===== src/rtl/stream_demux_pkg.sv =====
// Shared types and helpers for the stream demultiplexer.
//   rr_state_t : round-robin FSM state, encoded as the lane it targets
//   LANE0/LANE1: lane identifiers used for steering
//   clog2      : ceil(log2(value)), used to size pointers and counters
package stream_demux_pkg;

  typedef enum logic {
    RR_LANE0 = 1'b0,
    RR_LANE1 = 1'b1
  } rr_state_t;

  localparam logic LANE0 = 1'b0;
  localparam logic LANE1 = 1'b1;

  // Constant-evaluable ceil(log2); returns 0 for values <= 1.
  function automatic int clog2(input int value);
    int result;
    result = 0;
    for (int v = value - 1; v > 0; v = v >> 1) begin
      result++;
    end
    return result;
  endfunction

endpackage


===== src/rtl/stream_fifo.sv =====
// Show-ahead synchronous FIFO, one per demux lane.
// Ports:
//   clk, reset : clock and synchronous active-high reset
//   push, din  : write din when push=1 and not full
//   pop        : advance the head when pop=1 and not empty
//   full/empty : occupancy flags
//   head       : current head entry; holds the last popped value while empty
module stream_fifo
  import stream_demux_pkg::*;
#(
  parameter int DATA_W = 8,
  parameter int DEPTH  = 2
) (
  input  logic              clk,
  input  logic              reset,
  input  logic              push,
  input  logic              pop,
  input  logic [DATA_W-1:0] din,
  output logic              full,
  output logic              empty,
  output logic [DATA_W-1:0] head
);

  localparam int PTR_W = clog2(DEPTH);
  localparam int CNT_W = clog2(DEPTH + 1);
  localparam logic [CNT_W-1:0] CNT_FULL = CNT_W'(DEPTH);

  logic [DATA_W-1:0] mem [DEPTH];
  logic [PTR_W-1:0]  wr_ptr;
  logic [PTR_W-1:0]  rd_ptr;
  logic [CNT_W-1:0]  count;
  logic [DATA_W-1:0] last_q;
  logic              push_ok;
  logic              pop_ok;

  assign full    = (count == CNT_FULL);
  assign empty   = (count == '0);
  // No bypass: a full FIFO refuses a push even if it pops this cycle.
  assign push_ok = push && !full;
  assign pop_ok  = pop && !empty;

  // Pointers wrap naturally because DEPTH is a power of two.
  // NOTE: sequential state uses non-blocking assignments so every register
  // samples the pre-edge values, independent of statement order.
  always_ff @(posedge clk) begin
    if (reset) begin
      wr_ptr <= '0;
      rd_ptr <= '0;
      count  <= '0;
      last_q <= '0;
    end else begin
      if (push_ok) wr_ptr <= wr_ptr + 1'b1;
      if (pop_ok) begin
        rd_ptr <= rd_ptr + 1'b1;
        last_q <= mem[rd_ptr];
      end
      case ({push_ok, pop_ok})
        2'b10:   count <= count + 1'b1;
        2'b01:   count <= count - 1'b1;
        default: count <= count;
      endcase
    end
  end

  // NOTE: storage is deliberately left out of reset; the pointers and count
  // make stale entries unreachable, and a resettable array costs a lot.
  always_ff @(posedge clk) begin
    if (push_ok) mem[wr_ptr] <= din;
  end

  // While empty, present the last value that left so the output does not
  // expose stale storage; last_q is cleared by reset so dout reads 0.
  assign head = empty ? last_q : mem[rd_ptr];

endmodule


===== src/rtl/stream_demux.sv =====
// 1-to-2 valid/ready stream demultiplexer with per-lane FIFOs.
// Ports:
//   clk, reset          : clock and synchronous active-high reset
//   mode                : 0 = steer by din_sel, 1 = round-robin bursts
//   din/din_sel/din_valid/din_ready : input stream
//   dout_N/dout_N_valid/dout_N_ready: lane N output stream (N = 0, 1)
//   rr_lane             : current round-robin target lane; 0 while mode=0
module stream_demux
  import stream_demux_pkg::*;
#(
  parameter int DATA_W    = 8,
  parameter int DEPTH     = 2,
  parameter int BURST_LEN = 4
) (
  input  logic              clk,
  input  logic              reset,
  input  logic              mode,
  input  logic [DATA_W-1:0] din,
  input  logic              din_sel,
  input  logic              din_valid,
  output logic              din_ready,
  output logic [DATA_W-1:0] dout_0,
  output logic              dout_0_valid,
  input  logic              dout_0_ready,
  output logic [DATA_W-1:0] dout_1,
  output logic              dout_1_valid,
  input  logic              dout_1_ready,
  output logic              rr_lane
);

  localparam int CNT_W = (clog2(BURST_LEN) < 1) ? 1 : clog2(BURST_LEN);
  localparam logic [CNT_W-1:0] CNT_LAST = CNT_W'(BURST_LEN - 1);

  rr_state_t        state_q, state_d;
  logic [CNT_W-1:0] beat_cnt_q, beat_cnt_d;
  logic             tgt;
  logic             tgt_full;
  logic             accept;
  logic             full_0, full_1;
  logic             empty_0, empty_1;

  // Lane selection and handshake; only the target lane gates din_ready.
  assign tgt       = mode ? rr_lane : din_sel;
  assign tgt_full  = (tgt == LANE1) ? full_1 : full_0;
  assign din_ready = !reset && !tgt_full;
  assign accept    = din_valid && din_ready;

  assign dout_0_valid = !empty_0;
  assign dout_1_valid = !empty_1;

  stream_fifo #(.DATA_W(DATA_W), .DEPTH(DEPTH)) u_lane_0 (
    .clk   (clk),
    .reset (reset),
    .push  (accept && (tgt == LANE0)),
    .pop   (dout_0_ready),
    .din   (din),
    .full  (full_0),
    .empty (empty_0),
    .head  (dout_0)
  );

  stream_fifo #(.DATA_W(DATA_W), .DEPTH(DEPTH)) u_lane_1 (
    .clk   (clk),
    .reset (reset),
    .push  (accept && (tgt == LANE1)),
    .pop   (dout_1_ready),
    .din   (din),
    .full  (full_1),
    .empty (empty_1),
    .head  (dout_1)
  );

  // Round-robin FSM: state register.
  always_ff @(posedge clk) begin
    if (reset) begin
      state_q    <= RR_LANE0;
      beat_cnt_q <= '0;
    end else begin
      state_q    <= state_d;
      beat_cnt_q <= beat_cnt_d;
    end
  end

  // Round-robin FSM: next state. Held at a fresh lane-0 burst outside mode 1;
  // a stalled (unaccepted) beat leaves both state and count untouched.
  // NOTE: every combinational output gets a default first so no path through
  // the block leaves it unassigned and infers a latch.
  always_comb begin
    state_d    = state_q;
    beat_cnt_d = beat_cnt_q;
    if (!mode) begin
      state_d    = RR_LANE0;
      beat_cnt_d = '0;
    end else if (accept) begin
      if (beat_cnt_q == CNT_LAST) begin
        state_d    = (state_q == RR_LANE0) ? RR_LANE1 : RR_LANE0;
        beat_cnt_d = '0;
      end else begin
        beat_cnt_d = beat_cnt_q + 1'b1;
      end
    end
  end

  // Round-robin FSM: output. Masked by mode so mode 0 always reads lane 0.
  always_comb begin
    rr_lane = 1'b0;
    if (mode && (state_q == RR_LANE1)) rr_lane = 1'b1;
  end

endmodule

===== config.mk =====
export PLATFORM = sky130hd
export DESIGN_NAME = stream_demux
export DESIGN_NICKNAME = d
export VERILOG_FILES = /design/src/rtl/stream_demux_pkg.sv /design/src/rtl/stream_fifo.sv /design/src/rtl/stream_demux.sv
export SDC_FILE = /design/constraint.sdc
export NUM_CORES = 1
export LEC_CHECK = 0
export BUFFER_PORTS_ARGS = -buffer_cell sky130_fd_sc_hd__clkbuf_2
export CAP_MARGIN = 5
export CORE_MARGIN = 3
export CORE_UTILIZATION = 60
export DETAILED_ROUTE_END_ITERATION = 7
export GPL_TIMING_DRIVEN = 0
export PLACE_DENSITY_LB_ADDON = 0.15
export SLEW_MARGIN = 0
export SYNTH_ARGS = -nofsm -noshare
export SYNTH_HDL_FRONTEND = slang
export SYNTH_HIERARCHICAL = 1
export SYNTH_SLANG_ARGS = --single-unit

===== constraint.sdc =====
create_clock -name clk -period 3.85 [get_ports clk]
set_input_delay 0 -clock clk [delete_from_list [all_inputs] [get_ports clk]]
set_output_delay 0 -clock clk [all_outputs]
set_load 0.02 [all_outputs]

==> impl_metrics.toml, run 1 <==
[run_status]
status = "complete, no violations"

[worst_setup_path]
crit_arrival_ps = 2140
worst-path-buf-inv = 3
critPathMaxFanout = 8
timing_worst_setup_path_type = "register to register"
critPathLaunchType = "register"
critical_path.endpoint_type = "register"
slowest_delay_ps = 420
slowest_stage = "sky130_fd_sc_hd__dfxtp_1"
cp_top_family = "simple AND/OR/NAND/NOR gates"
crit_cells = 7
crit_chain = "nand2b_2, inv_2, nor3b_1, and2_1, inv_1, or3_1, inv_1"
number_of_cells_on_the_worst_reg_to_reg_path = 7
worst_ep_required_time_ps = 3840
most_frequent_cp_cell = "sky130_fd_sc_hd__inv_1"

[power_and_ir_drop]
ir_drop_v = 0.000433
power-per-cell-area_mw_per_mm2 = 650
p_clk_frac = 0.314
power_frac_comb = 0.291
power.switching_uw = 625
power_frac_seq = 0.394
switching_share = 0.314
internal_power_mw = 1.37
cellLeakagePower_nw = 1.19

[sta]
fin_worst_skew_ps = 7.95
layout_min_cycle_time_ps = 2140
totalNegativeSetupSlack_ps = 0
layout_worst_path_cycle_share = 0.556
final-hold-violation-count = 0
max_clock_freq_mhz = 467
maxSlewViolCount = 0
finalHoldWorstSlack_ps = 68.1
rsz0062_at_grt = "no"
slew-limit-headroom = 0.710
max_slew.worst_pin.slew_ps = 435
finalSetupViolations = 0

[floorplan]
die_area_mm2 = 0.00503
initial_utilization = 0.657
top_ports = 35
floorplan.die.height_um = 71.0
die_width_um = 71.0
row_count = 22
design.core.area_mm2 = 0.00385

[hold_path]
min-delay-path-class = "input port to register"
worst_hold_path.num_cells = 4

[cells_and_area]
area_delta_synth_final_pct = 21.2
final_core_utilization = 0.796
num-nets-final = 292
most_frequent_standard_cell_in_the_layout_excluding_fill_and_tap_cells = "sky130_fd_sc_hd__nor2_1"
final_layout_size_suffix_gt1_frac = 0.233
most-common-layout-cells = "sky130_fd_sc_hd__nor2_1 (39), sky130_fd_sc_hd__clkbuf_2 (36), sky130_fd_sc_hd__edfxtp_1 (32), sky130_fd_sc_hd__dfxtp_1 (29), sky130_fd_sc_hd__a21oi_1 (20)"
num_antenna_cells = 0

[clock_tree]
cts_repair_resize_count = 0
tritoncts_buffer_count = 9
htreeDepth = 3
cts_root_buffer = "sky130_fd_sc_hd__clkbuf_8"
tritoncts = "built"
max-clock-path-buffers = 2
clock_insertion_delay_worst_skew_ps = 330
cts.sink_count = 61
post-cts-setup-buffers = 0
clkSlewWorstSetupHoldPaths_ps = 60

[global_routing]
grt.overflow.total = 0
grt_antenna_before_repair = 0
grt_pass1_vias = 1754
wire_length_of_the_first_global_routing_pass_um = 8000
grt_max_degree = 14
globalRouteTotalUtil = 0.209

[run]
number_of_violations_of_the_max_capacitance_limit = 0

[detailed_routing]
routedWlPerCell_um = 14.5
detail_route.first_pass.iterations = 4
detailroute.via_count = 1760
antenna_left = 0
routed_via_density = 5.38
post-route-drc-count = 0
wl_um = 4730
drt_iter0_drc = 98

[synthesis]
synth_fp_nets = 239
synthesis.yosys.warnings = 6
ys_dominant_reg_cell = "sky130_fd_sc_hd__edfxtp_1"
ffs_w_async_s_r_synth = 0
post_synth_inst_count = 221
total_of_flip_flops_plus_latches_after_synthesis = 61
post_synth.cell_area_avg_um2 = 11.5
synth_edf_count = 32
netlist-cell-type-count = 31
synth_sequential_area_ratio = 0.609
synth.cell_area_mm2 = 0.00253

[placement]
placement.io_buffers = 34
gp_congestion = 0.739
hpwlAfterDp_um = 3290
[metal layers]
metal / vias up / GRT usage / part of all wire
li1: 884 / - / -
met4: 0 / 0.104 / 0.0044
met5: - / 0 / 0
met3: 4 / 0.0724 / 0.062
met2: 47 / 0.335 / 0.51
met1: 825 / 0.251 / 0.42
[timing repair]
action	CTS	global route
setup endpoints to repair	0	0
hold buffers	8	0
endpoints found under the hold margin	32	0
[stage by stage]
| stage | area, µm² | power (mW) | std cells | setup WS [ps] |
|---|---|---|---|---|
| after floorplan | 2530 | 1.21 | 221 | 1980 |
| after global placement | 2760 | 1.36 | 303 | 1780 |
| after detailed placement | 2760 | 1.37 | 303 | 1730 |
| after CTS | 3070 | 2.01 | 327 | 1720 |
| after global routing | 3070 | 2.11 | 327 | 1470 |
| final | 3070 | 1.99 | 327 | 1710 |
[cells in the mapped netlist, types with 3 or more instances]
cell                       number  area (µm²)
sky130_fd_sc_hd__o21ai_0        5        25.0
sky130_fd_sc_hd__nor2_1        39         146
sky130_fd_sc_hd__a21oi_1       20         100
sky130_fd_sc_hd__ha_1           3        37.5
sky130_fd_sc_hd__or3_1          5        31.3
sky130_fd_sc_hd__nand2_1        6        22.5
sky130_fd_sc_hd__mux2i_1       19         190
sky130_fd_sc_hd__edfxtp_1      32         961
sky130_fd_sc_hd__buf_2          4        20.0
sky130_fd_sc_hd__dfxtp_1       29         581
sky130_fd_sc_hd__xnor2_1        4        35.0
sky130_fd_sc_hd__inv_1          8        30.0
sky130_fd_sc_hd__a211oi_1      15         113
[power by group through the flow]
stage | combinational, mW | clock (mW) | sequential, mW
3_5_place_dp | 0.574 | 0 | 0.799
3_3_place_gp | 0.562 | 0 | 0.794
5_1_grt | 0.647 | 0.673 | 0.795
4_1_cts | 0.584 | 0.645 | 0.786
2_1_floorplan | 0.420 | 0 | 0.790
6_report | 0.580 | 0.627 | 0.786
[worst min-delay path, cell delays in order]
cell	delay (ps)
sky130_fd_sc_hd__clkbuf_2	90
sky130_fd_sc_hd__nand3b_1	80
sky130_fd_sc_hd__or3_1	100
sky130_fd_sc_hd__a21boi_0	60
[state kept, by name (all words and copies together) (netlist names), named ones only]
signal,count
state_q,1
u_lane_0/rd_ptr,1
u_lane_1/last_q,8
u_lane_0/last_q,8
beat_cnt_q,2
u_lane_1/rd_ptr,1
u_lane_1/count,2
u_lane_1/wr_ptr,1
u_lane_1/mem,16
u_lane_0/count,2
u_lane_0/mem,16
u_lane_0/wr_ptr,1
[cells by family after synthesis]
kind of cell	count (synthesis)	share of synthesized area
buf+inv	22	0.0445
compound gates	45	0.113
simple gates	64	0.118
mux	20	0.0806
flops	61	0.609
fa+ha+maj	3	0.0148
xor+xnor	6	0.0208
[final timing paths]
check                    start  slack [ps]            endpoint
max reg2reg  u_lane_0/count[0]        1710  u_lane_0/mem[0][7]
min                  din_valid          70             state_q
max          u_lane_0/count[0]        1710  u_lane_0/mem[0][7]
min reg2reg      beat_cnt_q[1]         490       beat_cnt_q[1]
[cell type report]
class / count / area (µm²)
buffer: 12 / 75.1
clock buffer: 13 / 159
clock inverter: 3 / 67.6
fill: 252 / 786
inverter: 10 / 37.5
multi-input combinational: 138 / 877
sequential: 61 / 1540
tap: 48 / 60.1
timing repair buffer: 42 / 250
(Power assumes the default switching activity.)
==> run 2: changes to the inputs <==
- CORE_UTILIZATION: 60 -> 51
- clock period: 3.85 -> 1.9 ns (I/O delays scaled with it)
==> run 2 against run 1 <==
  * First-iteration DRC count is 40% lower
  * Die area is 16% higher
  * Via count is 1.5% lower
  * Worst hold slack better by 24 ps
  * Register-to-register slack worse by 1600 ps
  * Global-route usage is 3.5 points lower
  * Combinational power is 110% higher
  * Cell area is 0.90% higher
  * Clock power is 53% higher
==> impl_metrics.toml, run 2 (synthesized netlist as in run 1, its figures left out) <==
[floorplan]
floorplan.die.height_um = 76.5
design.core.area_mm2 = 0.00475
die_width_um = 76.5
initial_utilization = 0.532
row_count = 25
die_area_mm2 = 0.00584
top_ports = 35

[sta]
max_slew.worst_pin.slew_ps = 493
layout_min_cycle_time_ps = 1820
finalSetupViolations = 0
rsz0062_at_grt = "yes"
maxSlewViolCount = 0
final-hold-violation-count = 0
layout_worst_path_cycle_share = 0.960
fin_worst_skew_ps = 7.37
max_clock_freq_mhz = 548
totalNegativeSetupSlack_ps = 0
finalHoldWorstSlack_ps = 91.6
slew-limit-headroom = 0.671

[clock_tree]
cts.sink_count = 61
clkSlewWorstSetupHoldPaths_ps = 60
max-clock-path-buffers = 2
tritoncts_buffer_count = 9
clock_insertion_delay_worst_skew_ps = 330
tritoncts = "built"
htreeDepth = 3
cts_root_buffer = "sky130_fd_sc_hd__clkbuf_8"

[power_and_ir_drop]
internal_power_mw = 2.45
total_power_mw = 3.76
ir_drop_v = 0.000652
power_frac_comb = 0.325
switching_share = 0.348
power.switching_mw = 1.31
power-per-cell-area_mw_per_mm2 = 1210
power_frac_seq = 0.420
cellLeakagePower_nw = 1.17
p_clk_frac = 0.255

[worst_setup_path]
slowest_stage = "sky130_fd_sc_hd__dfxtp_4"
critPathLaunchType = "register"
rr_startpoint = "u_lane_1/count[0]"
slowest_delay_ps = 370
critical_path.endpoint_type = "register"
crit_arrival_ps = 2080
crit_chain = "nand2b_2, inv_2, nor3b_2, and2b_2, nand2_1, ha_4, xnor2_1, or3_1, a21oi_1"
timing_worst_setup_path_type = "register to register"
worst_ep_required_time_ps = 2160
crit_path_start = "u_lane_1/count[0]"
critPathMaxFanout = 5

[run_status]
status = "complete, no violations"

[cells_and_area]
num-nets-final = 293
final_layout_size_suffix_gt1_frac = 0.279
most-common-layout-cells = "sky130_fd_sc_hd__nor2_1 (39), sky130_fd_sc_hd__clkbuf_2 (36), sky130_fd_sc_hd__edfxtp_1 (32), sky130_fd_sc_hd__dfxtp_1 (27)"
num_antenna_cells = 0
final.fill_count = 412
most_frequent_standard_cell_in_the_layout_excluding_fill_and_tap_cells = "sky130_fd_sc_hd__nor2_1"
multiInputGateArea_um2 = 926
register_area_mm2 = 0.00155
area_delta_synth_final_pct = 22.3
reg.largest.list = "u_lane_0/mem x16, u_lane_1/mem x16"

[run]
number_of_violations_of_the_max_capacitance_limit = 0

[detailed_routing]
routed_via_density = 4.99
post-route-drc-count = 0
antenna_left = 0
detail_route.first_pass.iterations = 4
routedWlPerCell_um = 13.1
wl_um = 4550
detailroute.via_count = 1733
drt_iter0_drc = 59

[global_routing]
grt_pass1_vias = 1742
globalRouteTotalUtil = 0.174
grt_antenna_before_repair = 0
grt.overflow.total = 0
grt_max_degree = 14
wire_length_of_the_first_global_routing_pass_um = 7940

[placement]
gp_congestion = 0.774
hpwlAfterDp_um = 3130
placement.io_buffers = 34

[hold_path]
min-delay-path-class = "input port to register"
min-delay-start = "din_valid"
[run 2: critical path: cells and delay by family, from the launching register on]
kind / cells / cell delay [ps]
simple gates: 5 / 900
buf+inv: 1 / 60
fa+ha+maj: 1 / 160
xor+xnor: 1 / 130
flops: 1 / 370
compound gates: 1 / 140
[run 2: path summary, 6_finish.rpt]
kind / depth (start not counted) / end / slack [ps]
setup reg to reg: 9 / u_lane_1/count[1] / 80
setup / recovery: 9 / u_lane_1/count[1] / 80
hold reg to reg: 2 / beat_cnt_q[1] / 470
hold / removal: 4 / state_q / 90
[run 2: timing repair]
action                                 4_1_cts  5_1_grt
buffers inserted                             1        0
endpoints found under the hold margin       32        0
setup endpoints to repair                   20       16
gates resized for setup                      8        6
hold buffers                                 8        0
pin swaps                                    2        1
[run 2: through the flow]
step	area, µm²	std cells	utilization	worst slack [ps]
after floorplan	2530	221	-	33.1
after global placement	2790	322	0.586	-231
after detailed placement	2790	322	0.586	-247
after CTS	3060	347	0.643	5.69
after global routing	3100	347	0.651	-41.3
final	3100	347	0.651	76.6
[run 2: area by class of cell]
class,instances,area share
multi-input cells,138,0.299
flip-flops and latches,61,0.500
plain buffers,12,0.0243
repair buffers,43,0.0833
clock buffers,9,0.0400
inverters,10,0.0129
clock inverters,7,0.0137
well taps,67,0.0271
[run 2: power by group through the flow]
stage               clock, mW  sequential, mW  combinational (mW)
finish                  0.957            1.58                1.22
global route             1.05            1.59                1.36
global placement            0            1.61                1.15
detailed placement          0            1.61                1.16
floorplan                   0            1.60               0.851
CTS                     0.994            1.58                1.21
[run 2: routing by layer]
metal / routed length (µm) / up-vias / share of wire / global-route usage
li1: - / 889 / - / -
met1: 2160 / 797 / 0.47 / 0.217
met2: 2100 / 38 / 0.46 / 0.276
met3: 195 / 9 / 0.043 / 0.0437
met4: 96 / 0 / 0.021 / 0.0996
met5: 0 / - / 0 / 0
